## src/rtl/fft_input_loader.sv

```systemverilog
// Input stage for fft_control: gathers one 2048-point frame into four RAM banks, then starts the transform.
// Define FFT_LOADER_BITREV_EN to store samples in bit-reversed order; default build stores them in natural order.
module fft_input_loader #(
    parameter int DATA_W = 16,
    parameter int ADDR_W = 9
) (
    input  logic              iCLK,
    input  logic              iRESET,
    input  logic              iVALID,
    input  logic [DATA_W-1:0] iDATA_RE,
    input  logic [DATA_W-1:0] iDATA_IM,
    output logic              oREADY,
    input  logic              iFFT_RDY,
    output logic              oSTART,
    output logic [ADDR_W-1:0] oADDR_WR,
    output logic [3:0]        oWE,
    output logic [DATA_W-1:0] oDATA_RE,
    output logic [DATA_W-1:0] oDATA_IM,
    output logic              oBUSY,
    output logic [ADDR_W+1:0] oCNT
);
    localparam int IDX_W = ADDR_W + 2;
    localparam logic [IDX_W-1:0] LAST = '1;

    // RUN_HOLD covers the cycle where the controller still shows oRDY from before iSTART.
    typedef enum logic [2:0] {LOAD, FULL, START, RUN_HOLD, RUN} state_t;

    state_t           state, state_nxt;
    logic [IDX_W-1:0] cnt;
    logic [IDX_W-1:0] idx;
    logic             xfer;

    assign xfer = iVALID && (state == LOAD);

`ifdef FFT_LOADER_BITREV_EN
    always_comb begin
        idx = '0;
        for (int i = 0; i < IDX_W; i++)
            idx[i] = cnt[IDX_W-1-i];
    end
`else
    assign idx = cnt;
`endif

    always_comb begin
        state_nxt = state;
        case (state)
            LOAD:     if (xfer && cnt == LAST) state_nxt = FULL;
            FULL:     if (iFFT_RDY) state_nxt = START;
            START:    state_nxt = RUN_HOLD;
            RUN_HOLD: state_nxt = RUN;
            RUN:      if (iFFT_RDY) state_nxt = LOAD;
            default:  state_nxt = LOAD;
        endcase
    end

    always_ff @(posedge iCLK) begin
        if (!iRESET) begin
            state  <= LOAD;
            cnt    <= '0;
            oREADY <= 1'b1;
            oSTART <= 1'b0;
            oBUSY  <= 1'b0;
        end else begin
            state  <= state_nxt;
            oREADY <= (state_nxt == LOAD);
            oSTART <= (state_nxt == START);
            oBUSY  <= (state_nxt != LOAD);
            // Wraps to 0 on the final sample, so cnt already reads 0 outside LOAD.
            if (xfer)
                cnt <= cnt + 1'b1;
        end
    end

    always_ff @(posedge iCLK) begin
        if (!iRESET) begin
            oWE      <= '0;
            oADDR_WR <= '0;
            oDATA_RE <= '0;
            oDATA_IM <= '0;
        end else begin
            oWE <= xfer ? (4'b0001 << idx[1:0]) : 4'b0000;
            if (xfer) begin
                oADDR_WR <= idx[IDX_W-1:2];
                oDATA_RE <= iDATA_RE;
                oDATA_IM <= iDATA_IM;
            end
        end
    end

    assign oCNT = cnt;

endmodule

```

## config.mk

```make
export PLATFORM = sky130hd
export DESIGN_NAME = fft_input_loader
export DESIGN_NICKNAME = d
export VERILOG_FILES = /design/src/rtl/fft_input_loader.sv
export SDC_FILE = /design/constraint.sdc
export NUM_CORES = 1
export LEC_CHECK = 0
export CAP_MARGIN = 20
export CORE_AREA = 5 5 84 86
export CTS_CLUSTER_DIAMETER = 40
export CTS_CLUSTER_SIZE = 8
export DETAILED_ROUTE_END_ITERATION = 8
export DIE_AREA = 0 0 89 91
export HOLD_SLACK_MARGIN = 0.05
export PLACE_DENSITY_LB_ADDON = 0.05
export SLEW_MARGIN = 20
export SYNTH_ARGS = -nofsm -noshare
export SYNTH_HDL_FRONTEND = slang
export SYNTH_SLANG_ARGS = --single-unit
```

## constraint.sdc

```tcl
create_clock -name iCLK -period 1.98 [get_ports iCLK]
set_clock_uncertainty 0.2 [all_clocks]
set_input_delay 0.495 -clock iCLK [delete_from_list [all_inputs] [get_ports iCLK]]
set_output_delay 0.495 -clock iCLK [all_outputs]
set_load 0.02 [all_outputs]
```

==> results.json, run 1 <==
{
  "synth_warnings": 0,
  "synth_xor_area_frac": 0.00386,
  "fin_crit_sh": 0.998,
  "holdWs_ns": 0.250,
  "cts-root-buf": "clkbuf_8",
  "setup_viol": 0,
  "required_ns": 2.01,
  "status": "complete, no violations",
  "cts_setup_buffers": 0,
  "clk_pin_slew_worst_paths_ns": 0.07,
  "place_hpwl_mm": 4.38,
  "ys_seq_area_frac": 0.547,
  "hold_viol_final": 0,
  "yosysMostFrequentCell": "nand2_1",
  "hold_path_class": "reg2reg",
  "postRouteAntennaNets": 0,
  "crit_chain": "clkdlybuf4s50_1, or4b_2, o21a_1, o221a_1",
  "critPathMaxStageDelay_ns": 0.67,
  "coreArea_um2": 6200,
  "numClockSinks": 62,
  "area_growth_pct": 60.1,
  "total_power_mw": 2.90,
  "layout.cells.non_filler": 464,
  "synthArstFlopShare": 0,
  "grt_overflow": 0,
  "clk_latency_ns": 0.34,
  "synth_top_area_share": 0.547,
  "synth-compound-area-share": 0.144,
  "cp.arrival_ns": 2.00,
  "synth_mux_area_frac": 0.0176,
  "detail_route.vias_per_cell": 4.75,
  "place_ws_ns": -0.774,
  "syn-mean-instance-area_um2": 8.31,
  "grt_pass1_wl_mm": 9.94,
  "synth_edf_count": 0,
  "drt_pass1_iterations": 4,
  "drv_slew": 0,
  "synth_top_family_by_area": "simple AND/OR/NAND/NOR gates",
  "grtUsageTotal": 0.157,
  "clock_path_buffers": 2,
  "design_area_um2": 3630,
  "dieArea_um2": 8100,
  "post_dp_cell_area_um2": 3460,
  "portBuffers": 94,
  "max_freq_mhz": 506,
  "tightestPinTransition_ns": 0.333,
  "drc": 0,
  "p_per_area_nw_per_um2": 797,
  "antenna_found_initial": 0,
  "cts_htree_levels": 3,
  "yosys.area_share.simple": 0.245,
  "die_x_um": 89,
  "multi_input_area_um2": 957,
  "initial_utilization": 0.366,
  "ys_top_cells_by_count": "93 x nand2_1, 62 x dfxtp_1, 49 x a21oi_1",
  "drive_above_1_share": 0.109,
  "period_minus_slack_ns": 1.98,
  "use_met3": 0.0842,
  "cts_tree": "built",
  "syn_inst": 273,
  "n_antenna_cell": 0,
  "finalWorstSetupSlack_ns": 0.00399,
  "grt_util_met1": 0.179,
  "maxSlewHeadroom": 0.776,
  "end_kind": "flop",
  "grtUsageMet2": 0.243,
  "synth_fa_ha_area_frac": 0.00551,
  "synth_area_um2": 2270,
  "n_fill_cell": 578,
  "yosys-top-cells-area": "dfxtp_1 55%, nand2_1 15%, a21oi_1 11%",
  "grt_pass1_vias": 2116,
  "io-pin-count": 95,
  "synth.distinct_cells": 33,
  "rsz0062_at_grt": "true",
  "yosys_register_bits": 62,
  "vias": 2203,
  "ir_worst_vdd_mv": 0.525,
  "ctsHoldBuffers": 0,
  "synth_fp_nets": 310,
  "drt_iter0_drc": 64,
  "busiest_layer": "met2",
  "reg2reg_slack_ns": 0.01,
  "p_leak_nw": 1.64,
  "grt_max_degree": 40,
  "detail_route.wl_per_cell_um": 13.3,
  "gp_congestion": 0.754,
  "drt_wl_total_mm": 6.16,
  "dpl.cell_count": 448,
  "crit_path_top_delay_cell": "or4b_2",
  "seq_area_um2": 1240,
  "synth_top_cell_by_area": "dfxtp_1",
  "path_class": "in2reg",
  "cp_max_fo": 4,
  "cts_buffers": 9,
  "drv_cap": 0,
  "ys.flop_type": "dfxtp_1",
  "fin_tns_setup_ns": 0,
  "nets": 419,
  "fin_util": 0.586,
  "start_kind": "primary input",
  "die_h_um": 91,
  "rows": 29
}
[cell type report]
type                            instances  area share
Clock inverter                          6      0.0234
Clock buffer                           10      0.0379
Multi-Input combinational cell        189       0.263
Timing Repair Buffer                  115       0.302
Sequential cell                        62       0.342
Tap cell                               77      0.0265
Inverter                                5     0.00517
[layer usage]
layer,vias up,part of all wire,wire (µm)
met5,-,0,0
met2,65,0.47,2910
met4,0,0.016,97
met1,994,0.40,2480
met3,8,0.11,671
li1,1136,-,-
[path summary, 6_finish.rpt]
path,start,endpoint,cells past startpoint
hold reg to reg,oDATA_RE[0]$_SDFFE_PN0P_,oDATA_RE[0]$_SDFFE_PN0P_,2
setup / recovery,iFFT_RDY,oREADY$_SDFF_PN1_,4
hold / removal,oDATA_RE[0]$_SDFFE_PN0P_,oDATA_RE[0]$_SDFFE_PN0P_,2
setup reg to reg,state[2]$_SDFF_PN0_,oREADY$_SDFF_PN1_,3
[worst max-delay path: cells and delay by family]
| family | cells | cell delay, ns |
|---|---|---|
| AO/OA/AOI/OAI | 2 | 0.38 |
| buffers and inverters | 1 | 0.45 |
| AND/OR/NAND/NOR | 1 | 0.67 |
[cells by family after synthesis]
logic type      Yosys count
compound gates           60
xor+xnor                  1
fa+ha+maj                 1
buf+inv                  22
flops                    62
mux                       4
simple gates            123
[power by group]
part / switching (mW) / internal, mW / leakage, nW
clock network: 0.499 / 0.738 / 0.108
logic: 0.179 / 0.170 / 1.03
registers: 0.0195 / 1.29 / 0.506
total: 0.697 / 2.20 / 1.64
[state kept, by name (all words and copies together) (netlist names), 3 cells and up]
register,cells
oWE,4
oCNT,11
oDATA_IM,16
oADDR_WR,9
state,3
oDATA_RE,16
[placed cells by master, fill, tap and decap left out, types with 2 or more instances in the layout]
cell type and n:
nand3b_1 2, nor3b_1 2, nand4_1 5, clkinvlp_4 2, or3_1 2, buf_12 4
nand2_1 93, buf_4 16, o31ai_1 3, clkinv_2 2, dfxtp_1 62, mux2i_1 4
dlygate4sd2_1 53, nand3_1 2, inv_1 4, clkdlybuf4s50_1 38, clkbuf_8 10, a21oi_1 49
nor4_1 2, dlymetal6s2s_1 3, bufinv_16 2, o21ai_0 3, nor2_1 3, nand2b_1 4
or4_1 2
[repair_timing]
| action | CTS | global route |
|---|---|---|
| endpoints found under the setup margin | 98 | 6 |
| resized for setup | 55 | 4 |
| pin swaps | 2 | 1 |
| gates cloned | 0 | 0 |
Note: power is estimated with default switching activity, not from simulation.
==> inputs of run 2 (changes only) <==
--- a/config.mk
+++ b/config.mk
@@ -6,11 +6,12 @@
 export NUM_CORES = 1
 export LEC_CHECK = 0
 export CAP_MARGIN = 20
-export CORE_AREA = 5 5 84 86
+export CORE_AREA = 5 5 71 73
 export CTS_CLUSTER_DIAMETER = 40
 export CTS_CLUSTER_SIZE = 8
 export DETAILED_ROUTE_END_ITERATION = 8
-export DIE_AREA = 0 0 89 91
+export DIE_AREA = 0 0 76 78
+export DONT_BUFFER_PORTS = 1
 export HOLD_SLACK_MARGIN = 0.05
 export PLACE_DENSITY_LB_ADDON = 0.05
 export SLEW_MARGIN = 20
==> run 2 against run 1 <==
Clock-buffer cell count grew 1. Non-clock buffer count shrank 94. Worst hold slack lost 0.16 ns. Largest power group unchanged. Highest routed layer unchanged.
==> results.json, run 2 (same netlist as run 1, synthesis figures left out) <==
{
  "antenna_found_initial": 0,
  "detail_route.vias_per_cell": 5.44,
  "drc": 0,
  "wl_met1_mm": 2.13,
  "detail_route.wl_per_cell_um": 15.3,
  "ir_worst_vdd_mv": 0.635,
  "reg2reg_slack_ns": 0.0006,
  "path_class": "reg2reg",
  "ctsHoldBuffers": 0,
  "clk_latency_ns": 0.33,
  "drive_above_1_share": 0.147,
  "nets": 325,
  "dieArea_um2": 5930,
  "clk_pin_slew_worst_paths_ns": 0.07,
  "drt_wl_total_mm": 5.28,
  "tightestPinTransition_ns": 0.345,
  "hold_viol_final": 0,
  "setup_viol": 0,
  "n_antenna_cell": 0,
  "p_per_area_nw_per_um2": 956,
  "required_ns": 2.00,
  "cp.arrival_ns": 2.00,
  "rows": 24,
  "start_kind": "flop",
  "finalWorstSetupSlack_ns": 0.000587,
  "postRouteAntennaNets": 0,
  "grt_overflow": 0,
  "coreArea_um2": 4290,
  "fin_crit_sh": 1.00,
  "numClockSinks": 62,
  "top_layer": "met4",
  "crit_end": "oREADY$_SDFF_PN1_",
  "hold_path_class": "in2reg",
  "reg2reg_depth": 3,
  "cp_max_fo": 4,
  "initial_utilization": 0.529,
  "grt_pass1_wl_mm": 8.72,
  "drv_slew": 0,
  "rsz0062_at_grt": "true",
  "cts_tree": "built",
  "dr_wl_met2_mm": 2.53,
  "portBuffers": 0,
  "holdWs_ns": 0.0914,
  "gp_congestion": 0.779,
  "area_growth_pct": 17.5,
  "max_freq_mhz": 505,
  "drv_cap": 0,
  "io-pin-count": 95,
  "end_kind": "flop",
  "die_h_um": 78,
  "status": "complete, no violations",
  "drt_iter0_drc": 106,
  "drt_pass1_iterations": 5,
  "crit_start": "state[0]$_SDFF_PN0_",
  "die_x_um": 76,
  "r2r-end": "oREADY$_SDFF_PN1_",
  "layout_common_cells": "93 x nand2_1, 61 x dfxtp_1, 48 x a21oi_1",
  "place_hpwl_mm": 3.57,
  "cts_htree_levels": 3,
  "clock_path_buffers": 2,
  "maxSlewHeadroom": 0.769,
  "reg2reg_from": "state[0]$_SDFF_PN0_",
  "period_minus_slack_ns": 1.98,
  "grtUsageTotal": 0.183,
  "place_ws_ns": -0.254,
  "layout_commonest_cell": "nand2_1",
  "vias": 1876,
  "cts_setup_buffers": 0,
  "cts_buffers": 9,
  "grt_max_degree": 46,
  "cts-root-buf": "clkbuf_8",
  "p_leak_nw": 1.01,
  "route.met3.wl_um": 532,
  "grt_pass1_vias": 1759
}
[run 2: cell types whose count changed in the layout (fill, tap and decap cells not counted), moves of 2 or more]
cell             previous run  this run
buf_12                      4         2
dlymetal6s2s_1              3         0
dlygate4sd2_1              53         0
clkbuf_1                    0         2
clkdlybuf4s50_1            38         0
clkinvlp_4                  2         0
clkinv_2                    2         4
buf_6                       0         2
[run 2: worst min-delay path by stage]
stage,cells past startpoint,to,slack [ns],start
after global routing,2,oDATA_RE[15]$_SDFFE_PN0P_,0.08,iDATA_RE[15]
after global placement,3,oCNT[9]$_SDFFE_PN0P_,0.32,oCNT[9]$_SDFFE_PN0P_
after detailed placement,3,oCNT[9]$_SDFFE_PN0P_,0.33,oCNT[9]$_SDFFE_PN0P_
after CTS,2,oDATA_RE[15]$_SDFFE_PN0P_,0.08,iDATA_RE[15]
after floorplan,2,oSTART$_SDFF_PN0_,0.33,state[0]$_SDFF_PN0_
final,2,oDATA_RE[15]$_SDFFE_PN0P_,0.09,iDATA_RE[15]
[run 2: layout make-up]
class,count,area (µm²)
Inverter,5,18.8
Sequential cell,62,1240
Timing Repair Buffer,21,190
Fill cell,397,1630
Tap cell,52,65.1
Clock buffer,11,131
Multi-Input combinational cell,189,968
Clock inverter,5,50.0
[run 2: what timing repair did]
item	CTS	global route
gates resized for setup	1	5
pin swaps	2	3
endpoints found under the setup margin	10	6
gates cloned	0	0
[run 2: worst max-delay path, stage by stage (launching register included)]
cell and delay (ns):
dfxtp_1 0.31, or4b_4 0.54, or4_4 0.56, o221a_1 0.26
[run 2: where the power goes]
part	internal [mW]	leakage, nW	total, mW	switching (mW)
logic	0.0556	0.408	0.150	0.0948
registers	1.29	0.507	1.37	0.0786
clock network	0.573	0.0968	1.03	0.455
total	1.92	1.01	2.55	0.628
[run 2: metrics by stage]
step	cells	TNS [ns]	total power [mW]	util	area [µm²]
floorplan	273	-0.334	1.50	-	2270
global placement	329	-1.93	1.55	0.573	2460
detailed placement	329	-2.09	1.55	0.573	2460
CTS	345	0	2.58	0.616	2650
global route	345	-0.0417	2.67	0.621	2670
finish	345	0	2.55	0.621	2670
[run 2: layer usage]
metal | track usage | vias to the layer above
met3 | 0.0856 | 6
li1 | - | 952
met5 | 0 | -
met4 | 0.107 | 0
met2 | 0.283 | 67
met1 | 0.207 | 851
==> inputs of run 3 (changes only) <==
--- a/config.mk
+++ b/config.mk
@@ -6,11 +6,11 @@
 export NUM_CORES = 1
 export LEC_CHECK = 0
 export CAP_MARGIN = 20
-export CORE_AREA = 5 5 71 73
+export CORE_AREA = 5 5 83 62
 export CTS_CLUSTER_DIAMETER = 40
 export CTS_CLUSTER_SIZE = 8
 export DETAILED_ROUTE_END_ITERATION = 8
-export DIE_AREA = 0 0 76 78
+export DIE_AREA = 0 0 88 67
 export DONT_BUFFER_PORTS = 1
 export HOLD_SLACK_MARGIN = 0.05
 export PLACE_DENSITY_LB_ADDON = 0.05
==> run 3 against run 2 <==
The run now ends with setup timing left. First-iteration DRC count rose by 11%. Sequential share of layout area barely moved. Critical path depth did not move. Clock-buffer cell count fell by 1. Critical endpoint unchanged. Largest cell class unchanged.
==> results.json, run 3 (same netlist as run 1, synthesis figures left out) <==
{
  "status": "finished, violations left",
  "violations": "setup timing",
  "grt_pass1_wl_mm": 8.11,
  "fin_util": 0.630,
  "end_kind": "flop",
  "crit_start": "state[0]$_SDFF_PN0_",
  "grt_max_degree": 36,
  "clock_path_buffers": 2,
  "path_class": "reg2reg",
  "numClockSinks": 62,
  "seqPwrFrac": 0.530,
  "portBuffers": 0,
  "p_comb_frac": 0.057,
  "finalWorstSetupSlack_ns": -0.0466,
  "busiest_layer": "met2",
  "initial_utilization": 0.537,
  "postRouteAntennaNets": 0,
  "drive_above_1_share": 0.143,
  "multi_input_area_um2": 957,
  "min_from": "iDATA_RE[2]",
  "die_h_um": 67,
  "dieArea_um2": 5900,
  "fin_tns_setup_ns": -0.0812,
  "period_minus_slack_ns": 2.03,
  "layout.cells.non_filler": 348,
  "design_area_um2": 2660,
  "p_leak_nw": 1.00,
  "holdWs_ns": 0.0788,
  "rows": 20,
  "seq_area_um2": 1240,
  "cp.arrival_ns": 2.06,
  "cts-root-buf": "clkbuf_8",
  "drt_pass1_iterations": 4,
  "drv_cap": 0,
  "hold_path_class": "in2reg",
  "place_hpwl_mm": 3.63,
  "crit_path_top_delay_cell": "or4b_4",
  "cts_buffers": 9,
  "fin_crit_sh": 1.02,
  "ir_worst_vdd_mv": 0.527,
  "drt_wl_total_mm": 5.28,
  "setup_viol": 2,
  "detail_route.vias_per_cell": 5.36,
  "use_met3": 0.105,
  "post_dp_cell_area_um2": 2450,
  "place_ws_ns": -0.345,
  "drv_slew": 0,
  "cts_tree": "built",
  "cts_setup_buffers": 0,
  "cp_max_fo": 4,
  "detail_route.wl_per_cell_um": 15.2,
  "clk_latency_ns": 0.34,
  "swShare": 0.257,
  "reg2reg_from": "state[0]$_SDFF_PN0_",
  "clk_pin_slew_worst_paths_ns": 0.07,
  "vias": 1865,
  "drc": 0,
  "crit_chain": "or4b_4, or4_4, o221a_1",
  "io-pin-count": 95,
  "area_growth_pct": 17.4,
  "gp_congestion": 0.750,
  "n_antenna_cell": 0,
  "p_per_area_nw_per_um2": 972,
  "dpl.cell_count": 332,
  "layout_common_cells": "93 x nand2_1, 61 x dfxtp_1, 49 x a21oi_1",
  "start_kind": "flop",
  "clock_power_share": 0.413,
  "cts_htree_levels": 3,
  "total_power_mw": 2.59,
  "grtUsageMet2": 0.254,
  "coreArea_um2": 4230,
  "hold_viol_final": 0,
  "required_ns": 2.01,
  "critPathMaxStageDelay_ns": 0.57,
  "grtUsageTotal": 0.183,
  "grt_overflow": 0,
  "power_switching_mw": 0.665,
  "tightestPinTransition_ns": 0.369,
  "max_freq_mhz": 493,
  "grt_util_met1": 0.232,
  "drt_iter0_drc": 118,
  "antenna_found_initial": 0,
  "rsz0062_at_grt": "true",
  "layout_commonest_cell": "nand2_1",
  "grt_pass1_vias": 1637,
  "nets": 325,
  "die_x_um": 88,
  "maxSlewHeadroom": 0.754,
  "internal_power_mw": 1.92,
  "n_fill_cell": 392
}
==> run 3: final timing paths <==
kind	end	slack, ns	cells past startpoint
hold / removal	oDATA_RE[2]$_SDFFE_PN0P_	0.08	2
setup / recovery	oREADY$_SDFF_PN1_	-0.05	3
hold reg to reg	oCNT[9]$_SDFFE_PN0P_	0.33	3
setup reg to reg	oREADY$_SDFF_PN1_	-0.05	3
==> run 3: cell type report <==
cell class,instances,area share
clock buffer,10,0.0479
inverter,5,0.00705
sequential,62,0.466
multi-input combinational,189,0.359
timing repair buffer,21,0.0700
tap,55,0.0258
clock inverter,6,0.0235
==> run 3: routing by layer <==
layer	wire [µm]	vias to the layer above
li1	-	955
met1	2310	836
met2	2300	65
met3	604	9
met4	62	0
met5	0	-
==> run 3: repair_timing <==
item / in CTS / in global routing
hold buffers: 0 / 0
endpoints found under the setup margin: 11 / 6
resized for setup: 3 / 3
gates cloned: 0 / 0
pin swaps: 3 / 3
==> run 3: power by group through the flow <==
stage,clock network [mW],logic [mW],registers [mW]
2_1_floorplan,0,0.101,1.40
3_3_place_gp,0,0.144,1.40
6_report,1.07,0.148,1.37
4_1_cts,1.09,0.148,1.37
3_5_place_dp,0,0.146,1.40
5_1_grt,1.16,0.169,1.38
==> run 3: critical path: cells and delay by family, from the launching register on <==
| kind | cells | cell delay (ns) |
|---|---|---|
| flip-flops | 1 | 0.32 |
| AO/OA/AOI/OAI | 1 | 0.25 |
| AND/OR/NAND/NOR | 2 | 1.14 |
==> edit 1 (settings of run 1) <==
Make the reset (`iRESET`) asynchronous in 2 clocked blocks.
--- a/src/rtl/fft_input_loader.sv
+++ b/src/rtl/fft_input_loader.sv
@@ -54,7 +54,7 @@
         endcase
     end
 
-    always_ff @(posedge iCLK) begin
+    always_ff @(posedge iCLK or negedge iRESET) begin
         if (!iRESET) begin
             state  <= LOAD;
             cnt    <= '0;
@@ -72,7 +72,7 @@
         end
     end
 
-    always_ff @(posedge iCLK) begin
+    always_ff @(posedge iCLK or negedge iRESET) begin
         if (!iRESET) begin
             oWE      <= '0;
             oADDR_WR <= '0;
Function: differs if iRESET is asserted again (counterexample within 4 cycles, from zero or initial values and one cycle with iRESET low); with iRESET held inactive, the same outputs for 10 cycles.
==> edit 1 against run 1 <==
First-iteration DRC count fell by 33%. Cell area is 6.4% higher. Routed wire length is 3.9% lower. Worst setup slack gained 0.047 ns. Final cell count is 2.4% lower. Global-route usage up 0.42 points. Synthesized area grew 8.9%. Sequential cell count did not move. Critical path type is now reg -> out. Largest cell class unchanged.
Power is not compared: it rests on default switching activity, and its combinational part moved more than twofold at a synthesized area within 25%.
==> edit 1: results (changes against run 1) <==
| Metric | Value |
|---|---|
| Status | `finished clean` |
| Worst vdd ir | `slightly above 800 µV` |
| Critical Path Start | `oSTART` |
| Vias | `2045 (-7.2%)` |
| Metal3 WL | `560 µm (-17%)` |
| Clock transition at the registers of the reported paths | `0.06 ns` |
| Sequential area share after synthesis | `62.8% (+8.1 points)` |
| Post-CTS Setup Inserts | `0 (unchanged)` |
| Initial DRC Count | `43 (-33%)` |
| Post-Syn Nets | `292 (-5.8%)` |
| IO buf count | `94 (unchanged)` |
| R2r setup slk | `0.15 ns (+0.14 ns)` |
| First-pass GRT wire length | `10200 µm (+3.1%)` |
| YS warnings | `0 (unchanged)` |
| Initial antenna violation count | `0 (unchanged)` |
| Async SR Flop Fraction | `100% (+100 points)` |
| Nets | `411 (-1.9%)` |
| CP arrival | `1.23 ns (-0.77 ns)` |
| Slew Limit Fails | `0 (unchanged)` |
| Dpl hpwl | `4150 µm (-5.2%)` |
| Root Buffer | `clkbuf_8` |
| Placed inst area | `3670 µm² (+6.2%)` |
| Clock Latency Late Sink | `0.32 ns (-0.02 ns)` |
| Ant diodes | `0 (unchanged)` |
| P_leak | `just over 2 nW` |
| GP Congestion | `0.734 (-2.7%)` |
| Met1 WL | `2690 µm (+8.3%)` |
| Total Routing Usage GR | `16.1% (+0.42 points)` |
| Vias in the first global route | `2103 (-0.61%)` |
| H-tree levels | `3 (unchanged)` |
| Max transition margin | `75.6% (-2.0 points)` |
| Met2 WL | `2610 µm (-10%)` |
| Crit Reg-Reg Startpoint | `state[1]` |
| Max Root-Sink Buffers | `2 (unchanged)` |
| TritonCTS Buffers | `9 (unchanged)` |
| Post-synthesis cell type count | `27 (-18%)` |
| Top post-synthesis cells by area | `dfrtp_1, nand2_1, xor2_1` |
| Layout cells sized above 1 | `12.5% (+1.6 points)` |
| Hold Startpoint | `oDATA_RE[12]` |
| Drt wl/cell | `13.1 µm (-1.5%)` |
| Largest net degree at the start of global routing | `63 (+57%)` |
| Synth top cells by count | `nand2_1, dfrtp_1, xor2_1` |
| Slowest stage delay, CP | `0.60 ns (-0.07 ns)` |
| Slowest CP cell | `clkdlybuf4s50_1` |
| Top Layer Used | `met4` |
| Peak fanout along the critical path | `1 (-3)` |
| Hold Crit Class | `reg -> reg` |
| CP top delay family | `buffers and inverters` |
| DR pass1 iterations | `4 (unchanged)` |
[edit 1: changes by cell type after synthesis, moves of 3 or more]
cell | run 1 | this run
a21oi_1 | 49 | 2
o31ai_1 | 3 | 0
ha_1 | 1 | 4
dfrtp_1 | 0 | 61
nand2_1 | 93 | 128
xor2_1 | 0 | 8
nand3_1 | 2 | 5
clkbuf_1 | 15 | 6
dfxtp_1 | 62 | 0
buf_2 | 1 | 4
mux2i_1 | 4 | 0
and2_1 | 0 | 4
[edit 1: kinds of logic after synthesis]
family	count (synthesis)	synth area share (%)
xor+xnor	10	3.54
buf+inv	13	2.48
flops	62	62.8
fa+ha+maj	4	2.03
simple gates	158	27.8
compound gates	5	1.32
[edit 1: report_power, final]
group / internal (mW) / total (mW) / switching [mW]
logic: 1.25 / 3.06 / 1.81
clock network: 0.579 / 1.04 / 0.460
registers: 1.84 / 2.11 / 0.270
[edit 1: final cells by class]
cell class	instances	area, µm²
clock buffers	12	135
clock inverters	4	47.5
fillers	570	2340
inverters	2	7.51
multi-input cells	177	901
flip-flops and latches	62	1550
well taps	77	96.3
repair buffers	119	1120
[edit 1: repair_timing]
| action | CTS | global route |
|---|---|---|
| gates resized for setup | 63 | 5 |
| pin swaps | 6 | 0 |
| endpoints found under the hold margin | 61 | 0 |
| endpoints found under the setup margin | 85 | 5 |
| hold buffers | 1 | 0 |
[edit 1: worst paths after layout]
| check | endpoint | depth (start not counted) |
|---|---|---|
| worst max-delay path | oSTART | 1 |
| min in group asynchronous | oSTART | 3 |
| worst min-delay path | oDATA_RE[12] | 2 |
| worst max register to register | oCNT[6] | 4 |
| worst min register to register | oDATA_RE[12] | 2 |
| max in group asynchronous | oREADY | 3 |
[edit 1: stage by stage]
step           std cells  worst slack (ns)  hold slack, ns  util [%]
2_1_floorplan        252            0.0389       -0.000591         -
3_3_place_gp         436            -0.438           0.257      59.2
3_5_place_dp         436            -0.474           0.261      59.2
4_1_cts              453          0.000258           0.273      62.1
5_1_grt              453          0.000292           0.295      62.3
6_report             453            0.0505           0.267      62.3
[edit 1: metal layers]
metal | GRT usage (%) | vias up
li1 | - | 1034
met2 | 23.8 | 62
met4 | 6.33 | 0
met5 | 0 | -
met1 | 21.8 | 943
met3 | 5.52 | 6
==> edit 2 (config.mk and constraints of run 1) <==
Made on the original files. Set the parameter `ADDR_W` to 8 (it was 9).
--- a/src/rtl/fft_input_loader.sv
+++ b/src/rtl/fft_input_loader.sv
@@ -2,7 +2,7 @@
 // Define FFT_LOADER_BITREV_EN to store samples in bit-reversed order; default build stores them in natural order.
 module fft_input_loader #(
     parameter int DATA_W = 16,
-    parameter int ADDR_W = 9
+    parameter int ADDR_W = 8
 ) (
     input  logic              iCLK,
     input  logic              iRESET,
Ports: changed (resized oADDR_WR and oCNT); port bits go from 95 to 93. The function was not compared with the original's and may differ.
==> edit 2 against run 1 <==
Cell area up 1.3%. Sequential cell count down 2. Routed wire length down 9.8%. Sequential share of layout area down 1.5 points. Register-to-register slack better by 0.08 ns. Synthesized area up 1.2%. Combinational power down 5%. Total power down 12%. Worst setup slack better by 0.044 ns. Largest cell class unchanged. Via count down 6.3%.
==> edit 2: results (changes against run 1) <==
| Metric | Value |
|---|---|
| Nets | `407 (-2.9%)` |
| FF-to-FF path depth | `4 (+1)` |
| Status | `finished clean` |
| Clock Latency Late Sink | `0.31 ns (-0.03 ns)` |
| Psw | `604 µW (-13%)` |
| Drt total wl | `5550 µm (-9.8%)` |
| Worst vdd ir | `381 µV (-27%)` |
| Layout cells sized above 1 | `12.0% (+1.2 points)` |
| Initial DRC Count | `55 (-14%)` |
| TritonCTS Buffers | `9 (unchanged)` |
| Largest net degree at the start of global routing | `29 (-28%)` |
| Post-Syn Nets | `296 (-4.5%)` |
| Slowest CP cell | `clkdlybuf4s50_1` |
| Vias in the first global route | `2021 (-4.5%)` |
| First-pass GRT wire length | `9210 µm (-7.3%)` |
| Dpl hpwl | `4080 µm (-6.7%)` |
| DR pass1 iterations | `4 (unchanged)` |
| CP arrival | `1.24 ns (-0.76 ns)` |
| YS warnings | `0 (unchanged)` |
| Clock transition at the registers of the reported paths | `roughly 0.060 ns` |
| Async SR Flop Fraction | `0% (unchanged)` |
| Hold Crit Class | `reg -> reg` |
| Max Root-Sink Buffers | `2 (unchanged)` |
| H-tree levels | `3 (unchanged)` |
| Root Buffer | `clkbuf_8` |
| Worst-margin pin slew | `0.296 ns (-0.0371 ns)` |
| Dominant register cell in the synthesized netlist | `dfxtp_1` |
| Post-CTS Setup Inserts | `0 (unchanged)` |
| Initial antenna violation count | `0 (unchanged)` |
| Sequential area share after synthesis | `52.3% (-2.4 points)` |
| Synth top cells by count | `nand2_1, dfxtp_1, a21boi_0` |
| Peak fanout along the critical path | `2 (-2)` |
| Total Routing Usage GR | `14.3% (-1.4 points)` |
| P_leak | `2.08 nW (+27%)` |
| Ant diodes | `0 (unchanged)` |
| GP Congestion | `0.759 (+0.61%)` |
| Post-synthesis cell type count | `29 (-12%)` |
| Vias | `2064 (-6.3%)` |
| Hold depth | `2 (unchanged)` |
| Top post-synthesis cells by area | `dfxtp_1, nand2_1, a21boi_0` |
| Slowest stage delay, CP | `0.60 ns (-0.07 ns)` |
| IO buf count | `92 (-2.1%)` |
| CP top delay family | `buffers and inverters` |
[edit 2: cell types whose count changed in the layout (fill, tap and decap cells not counted), sizes merged, moves of 4 or more]
| cell | run 1 | this run |
|---|---|---|
| a21oi | 49 | 1 |
| a21boi | 0 | 41 |
| dlygate4sd2 | 53 | 12 |
| dlymetal6s2s | 3 | 38 |
| and2 | 0 | 9 |
| nand2 | 93 | 87 |
| xnor2 | 1 | 6 |
| clkdlybuf4s50 | 38 | 42 |
| mux2i | 4 | 0 |
| nand2b | 4 | 0 |
[edit 2: area by class of cell]
class,instances,area [µm²]
inverter,4,15.0
fill,580,2520
multi-input combinational,179,1020
clock inverter,2,10.0
timing repair buffer,116,1180
clock buffer,13,159
sequential,60,1200
tap,77,96.3
[edit 2: path summary, 6_finish.rpt]
check / to / from / slack, ns
max reg2reg: oCNT[6] / state[2] / 0.09
min reg2reg: oDATA_RE[0] / oDATA_RE[0] / 0.26
min: oDATA_RE[0] / oDATA_RE[0] / 0.26
max: oDATA_RE[11] / oDATA_RE[11] / 0.05
[edit 2: what timing repair did]
item | in CTS | in global routing
resized for setup | 13 | 39
endpoints found under the setup margin | 20 | 42
hold buffers | 0 | 0
pin swaps | 1 | 0
[edit 2: metal layers]
| layer | wire length, µm | part of all wire (%) | GRT usage (%) |
|---|---|---|---|
| met5 | 0 | 0 | 0 |
| met4 | 70 | 1.3 | 5.58 |
| met1 | 2430 | 44 | 17.4 |
| met2 | 2540 | 46 | 22.3 |
| met3 | 510 | 9.2 | 6.06 |
[edit 2: power by group through the flow]
| stage | Clock (mW) | Sequential (mW) | Combinational [mW] |
|---|---|---|---|
| floorplan | 0 | 1.36 | 0.0949 |
| global placement | 0 | 1.31 | 0.351 |
| global route | 1.04 | 1.29 | 0.362 |
| CTS | 0.979 | 1.28 | 0.346 |
| detailed placement | 0 | 1.31 | 0.350 |
| finish | 0.936 | 1.28 | 0.332 |
[edit 2: logic make-up after synthesis]
logic type      Yosys count  synth area share, %
simple gates            124                 25.3
flops                    60                 52.3
compound gates           45                 14.5
buf+inv                  20                 3.92
xor+xnor                  9                 3.43
fa+ha+maj                 1                0.545
[edit 2: stage by stage]
stage | setup slack [ns] | instance area, µm² | util (%) | hold WS (ns) | cells
global placement | -0.519 | 3430 | 55.2 | 0.248 | 436
floorplan | 0.00185 | 2300 | - | 0.339 | 259
detailed placement | -0.531 | 3430 | 55.2 | 0.256 | 436
global route | 0.00151 | 3680 | 59.3 | 0.286 | 451
CTS | 0.000757 | 3590 | 57.8 | 0.264 | 451
finish | 0.0477 | 3680 | 59.3 | 0.257 | 451
